==> src/rtl/traffic_phase_ctrl.sv <==
// traffic_phase_ctrl: intersection phase sequencer with built-in tick prescaler,
// pedestrian walk request latch and emergency all-red override.
module traffic_phase_ctrl #(
    parameter int         CLK_DIV   = 10,
    parameter logic [7:0] T_GREEN   = 8'd20,
    parameter logic [7:0] T_YELLOW  = 8'd3,
    parameter logic [7:0] T_RED_CLR = 8'd1,
    parameter logic [7:0] T_PED     = 8'd10
) (
    input  logic       Fin,
    input  logic       rst,
    input  logic       ped_req,
    input  logic       emerg,
    output logic [2:0] ns_light,
    output logic [2:0] ew_light,
    output logic       walk,
    output logic [7:0] countdown,
    output logic [2:0] phase
);
    typedef enum logic [2:0] {
        NS_GREEN = 3'd0, NS_YEL = 3'd1, ALL_RED1 = 3'd2, EW_GREEN = 3'd3,
        EW_YEL = 3'd4, ALL_RED2 = 3'd5, PED_WALK = 3'd6, EMERG = 3'd7
    } state_t;

    localparam int PW = $clog2(CLK_DIV);
    localparam logic [PW-1:0] LAST = PW'(CLK_DIV - 1);

    state_t        state, nxt;
    logic [PW-1:0] presc, presc_nxt;
    logic [7:0]    cd_nxt;
    logic          ped_pending, tick;

    function automatic logic [7:0] dur(input state_t s);
        case (s)
            NS_GREEN, EW_GREEN: dur = T_GREEN;
            NS_YEL, EW_YEL:     dur = T_YELLOW;
            ALL_RED1, ALL_RED2: dur = T_RED_CLR;
            PED_WALK:           dur = T_PED;
            default:            dur = 8'd0;
        endcase
    endfunction

    function automatic state_t succ(input state_t s, input logic ped);
        case (s)
            NS_GREEN: succ = NS_YEL;
            NS_YEL:   succ = ALL_RED1;
            ALL_RED1: succ = EW_GREEN;
            EW_GREEN: succ = EW_YEL;
            EW_YEL:   succ = ALL_RED2;
            ALL_RED2: succ = ped ? PED_WALK : NS_GREEN;
            default:  succ = NS_GREEN;
        endcase
    endfunction

    // Entering or leaving EMERG restarts the prescaler so timed phases stay whole.
    always_comb begin
        tick      = presc == LAST;
        nxt       = state;
        cd_nxt    = countdown;
        presc_nxt = tick ? '0 : presc + PW'(1);
        if (emerg) begin
            nxt       = EMERG;
            cd_nxt    = 8'd0;
            presc_nxt = '0;
        end else if (state == EMERG) begin
            nxt       = ALL_RED2;
            cd_nxt    = T_RED_CLR;
            presc_nxt = '0;
        end else if (tick) begin
            if (countdown > 8'd1) cd_nxt = countdown - 8'd1;
            else begin
                nxt    = succ(state, ped_pending);
                cd_nxt = dur(nxt);
            end
        end
    end

    always_ff @(posedge Fin or posedge rst) begin
        if (rst) begin
            state       <= ALL_RED2;
            presc       <= '0;
            countdown   <= T_RED_CLR;
            ped_pending <= 1'b0;
            ns_light    <= 3'b100;
            ew_light    <= 3'b100;
            walk        <= 1'b0;
        end else begin
            state       <= nxt;
            presc       <= presc_nxt;
            countdown   <= cd_nxt;
            ped_pending <= (nxt == PED_WALK && state != PED_WALK) ? 1'b0
                         : ped_pending | (ped_req && state != PED_WALK);
            ns_light    <= nxt == NS_GREEN ? 3'b001 : nxt == NS_YEL ? 3'b010 : 3'b100;
            ew_light    <= nxt == EW_GREEN ? 3'b001 : nxt == EW_YEL ? 3'b010 : 3'b100;
            walk        <= nxt == PED_WALK;
        end
    end

    assign phase = state;
endmodule

==> config.mk <==
export PLATFORM = sky130hd
export DESIGN_NAME = traffic_phase_ctrl
export DESIGN_NICKNAME = d
export VERILOG_FILES = /design/src/rtl/traffic_phase_ctrl.sv
export SDC_FILE = /design/constraint.sdc
export NUM_CORES = 1
export LEC_CHECK = 0
export ABC_AREA = 1
export BUFFER_PORTS_ARGS = -buffer_cell sky130_fd_sc_hd__buf_4
export CORE_MARGIN = 3
export CORE_UTILIZATION = 45
export DETAILED_ROUTE_END_ITERATION = 6
export PLACE_DENSITY = 0.69
export SYNTH_ARGS = -nofsm -noshare
export SYNTH_HDL_FRONTEND = slang
export SYNTH_SLANG_ARGS = --single-unit
==> constraint.sdc <==
create_clock -name Fin -period 1.8 [get_ports Fin]
set_input_delay 0.36 -clock Fin [delete_from_list [all_inputs] [get_ports Fin]]
set_output_delay 0.36 -clock Fin [all_outputs]
set_load 0.1 [all_outputs]
==> impl.org <==
** Synthesis
- The share of the Yosys chip area taken by registers is between 40% and 50%.
- Net count after synthesis :: between 150 and 200
- Most frequently used flop master after synthesis :: dfrtp_1
- Post-synthesis cell type count :: 31
- Counting flops and latches in the post-synthesis netlist gives 23.
- Averaged over all synthesized cells, the footprint is between 8 and 9 sq um.
- The synthesized design contains 0 enable-type register cells.
- Synthesis produced a netlist whose cell count is 158.
- Summing every instance area after synthesis gives approximately 0.0013 sq mm.
- For this run, asynchronously set or reset flops after synthesis account for 100%.
- The Yosys step of the flow raised 0 warnings.

** Die
- The die covers about 0.0036 sq mm.
- Core area :: ~0.0028 sq mm
- Top-level port count :: 22
- In this run the core area contains 19 standard-cell rows.
- The die is 60.4 um tall.
- Die span in x :: just over 60 um
- For this configuration, the core starts out at a cell density of 47.8%.

** Pwr
- The analysis attributes to cell leakage a power of around 0.81 nW.
- In this run switching power makes up between 30% and 40% of total power.
- Cell Pwr Density :: between 600 and 700 mW/mm^2
- Of the total power, the clock network draws between 20% and 30%.
- Combinational share of power :: between 20% and 30%
- The worst-case IR drop observed on VDD is between 0.4 and 0.5 mV.
- Of the total power, registers draw between 50% and 60%.
- Net load switching power :: between 0.3 and 0.4 mW
- The internal portion of the total power is 0.712 mW.

** Clock network
- Clk slew on worst S/H paths :: ~0.12 ns
- Inserted Clock Buffers :: 3
- TritonCTS built the clock tree.
- H-tree level count :: 1
- Clock insertion delay at the later pin of the skew report :: about 0.30 ns
- No sink is reached through more buffers than the 2 on the longest clock path.
- The clock drives 23 sinks.
- Root buffer cell :: clkbuf_4

** Min path
- Worst min path class :: in2async

** Routing
- Drt pass-1 iters :: 4
- DR iter-0 viols :: 37
- In the final routed layout, each cell accounts on average for 12.0 um.
- The detailed router placed approximately 1100 vias in this run.
- Total wire length after detailed routing :: ~2600 um
- Once detail routing completed, the nets flagged for antenna violations numbered 0.
- Detail-routed via count per cell :: 4.99
- Drt drc :: 0

** Timing
- Clock Skew :: 0.00231 ns
- Final setup violation count :: 0
- Minimum period implied by the final worst setup slack :: approximately 1.7 ns
- Setup repair after global routing missed its margin :: true
- For the pin with the worst max-slew slack, the measured transition is just under 0.3 ns.
- Final number of hold-violating endpoints :: 0
- The tightest hold path in the finished design has a slack of 0.0797 ns.
- Achievable clock frequency :: approximately 0.58 GHz
- After layout, the worst path uses between 90% and 100% of the clock period.
- Headroom to the max-slew limit came out at around four fifths.
- Setup total negative slack on the finished layout was measured at 0 ns.
- Least setup slack across all paths after layout :: 0.0712 ns
- Pins over their slew limit :: 0

** Setup path
- Worst endpoint required time :: around 2.0 ns
- Max stage delay on crit path :: about 0.51 ns
- Highest net fanout along the worst path :: 6
- The signal on the critical path passes through clkinvlp_4, ha_4, inv_2, nand2_2, nand2_4, nor2_8, buf_6, nand2_4, o211ai_1, o21ai_1.
- The worst setup path is launched from a flip-flop.
- Data arrival time of the worst path :: ~1.9 ns
- By instance count, the cell type seen most on the critical path is nand2_4.
- Critical Path Sink Type :: flip-flop
- Slowest cell on crit path :: dfrtp_4
- Class of the most critical setup path :: reg2reg

** Global routing
- The first global-routing pass estimated about 4100 um of wire.
- Summed over all layers, the global routing overflow is 0.
- Number of antenna violations at the first check in global routing :: 0
- Global routing used roughly 15% of the available tracks across all layers.
- Entering global routing, the biggest net connects 24 pins.
- Via count of the first global-routing pass :: approximately 950

** Place
- Summed over all nets, the half-perimeter wirelength after detailed placement is a little under 2000 um.
- Area after detailed placement :: roughly 0.0016 sq mm
- At the placement stage, the worst setup path has a slack of approximately 0.048 ns.
- Once placement completed, the tool counted placed cells totaling 209.
- The count of buffers added on input and output ports is 21.
- At the end of routability-driven placement, the weighted congestion stood at 0.878.

** Layout
- The area growth from synthesis to layout is 26.5%.
- Count of placed standard cells in the final layout, fillers left out :: ~220
- Layout cell share with drive strength beyond 1 :: between 40 and 50%
- The repair_antennas step left the layout with diodes totalling 0.
- After the last flow step, the layout net total stands at around 190.
- Post-route cell area :: between 0.0015 and 0.002 sq mm

** Status
- Run status :: finished clean

** Run
- Number of maximum-capacitance violations :: 0
==> cell type report <==
cell class | instances | area (sq um)
clock buffer | 3 | 22.5
clock inverter | 1 | 5.00
fill | 245 | 1100
inverter | 26 | 111
multi-input combinational | 107 | 716
sequential | 23 | 598
tap | 31 | 38.8
timing repair buffer | 25 | 191
==> layout by cell type (no fill, tap or decap), types with 4 or more instances in the layout <==
cell / synthesis / routed
nand2_4: 2 / 6
nand2_1: 27 / 24
buf_4: 1 / 24
nor2_2: 4 / 4
inv_2: 5 / 7
nor2_1: 17 / 17
nand2_2: 7 / 6
nand3_2: 4 / 5
dfrtp_2: 0 / 4
nor2_4: 4 / 4
inv_1: 19 / 15
a21oi_1: 5 / 5
dfrtp_1: 18 / 13
nand3_1: 11 / 9
==> power groups by stage <==
stage	clock network, mW	registers, mW	logic, mW
after floorplan	0	0.626	0.155
after global placement	0	0.560	0.269
after detailed placement	0	0.561	0.272
after CTS	0.248	0.552	0.273
after global routing	0.272	0.554	0.341
final	0.235	0.551	0.309
==> worst paths after layout <==
check	start	endpoint	slack [ns]	depth (start not counted)
worst max-delay path	countdown[1]$_DFFE_PP0P_	countdown[1]$_DFFE_PP0P_	0.07	10
worst min register to register	presc[0]$_DFF_PP0_	presc[0]$_DFF_PP0_	0.50	1
max in group asynchronous	rst	ns_light[2]$_DFF_PP1_	1.44	3
worst min-delay path	rst	presc[0]$_DFF_PP0_	0.08	3
worst max register to register	countdown[1]$_DFFE_PP0P_	countdown[1]$_DFFE_PP0P_	0.07	10
min in group Fin	ped_req	ped_pending$_DFF_PP0_	0.32	5
==> synthesized netlist by cell type, types with 2 or more instances <==
| cell | count | area share (%) |
|---|---|---|
| o211ai_1 | 3 | 1.7 |
| a21oi_1 | 5 | 1.9 |
| nor3_1 | 3 | 1.1 |
| o21ai_1 | 3 | 1.1 |
| o22ai_1 | 2 | 0.94 |
| nor2_4 | 4 | 3.4 |
| inv_2 | 5 | 1.4 |
| nand3_2 | 4 | 3.0 |
| dfrtp_1 | 18 | 34 |
| nor2_2 | 4 | 1.9 |
| nand2_2 | 7 | 3.3 |
| inv_1 | 19 | 5.4 |
| o21ai_0 | 2 | 0.75 |
| nand2_1 | 27 | 7.6 |
| nand2_4 | 2 | 1.7 |
| dfstp_2 | 5 | 9.9 |
| nand3_1 | 11 | 4.1 |
| nor2_1 | 17 | 4.8 |
| xor2_1 | 2 | 1.3 |
| ha_1 | 4 | 3.8 |
==> metal layers <==
layer  up-vias  global-route usage (%)  routed length [um]
met5         -                       0                   0
met4         0                    5.70                  48
met3         6                    2.13                  94
met2        18                    24.4                1240
met1       496                    20.5                1200
li1        557                       -                   -
==> cell families after synthesis <==
logic type      Yosys count  share of synthesized area (%)
xor+xnor                  3                           1.98
compound gates           17                           7.62
buf+inv                  28                           8.84
flops                    23                           43.7
simple gates             83                           34.1
fa+ha+maj                 4                           3.76
==> flip-flops by register name, summed over array words and instances, names as in the netlist <==
signal / flops
countdown: 8
ew_light: 3
ns_light: 3
ped_pending: 1
phase: 3
presc: 4
walk: 1
==> what timing repair did <==
action,in CTS,in global routing
buffers inserted,0,3
gates resized for setup,0,17
hold buffers,0,0
setup endpoints to repair,0,14
==> stage by stage <==
stage,power (mW),utilization (%)
CTS,1.07,57.5
global placement,0.829,56.5
floorplan,0.781,-
global route,1.17,60.5
detailed placement,0.833,56.5
finish,1.09,60.5
==> worst max-delay path, delay by kind of cell (launching register included) <==
family | cells | cell delay [ns]
AOI/OAI and AO/OA | 2 | 0.27
adders and majority gates | 1 | 0.16
buffers and inverters | 3 | 0.32
DFF | 1 | 0.51
and+or+nand+nor | 4 | 0.36
No activity file was read; power rests on OpenSTA's default activity.
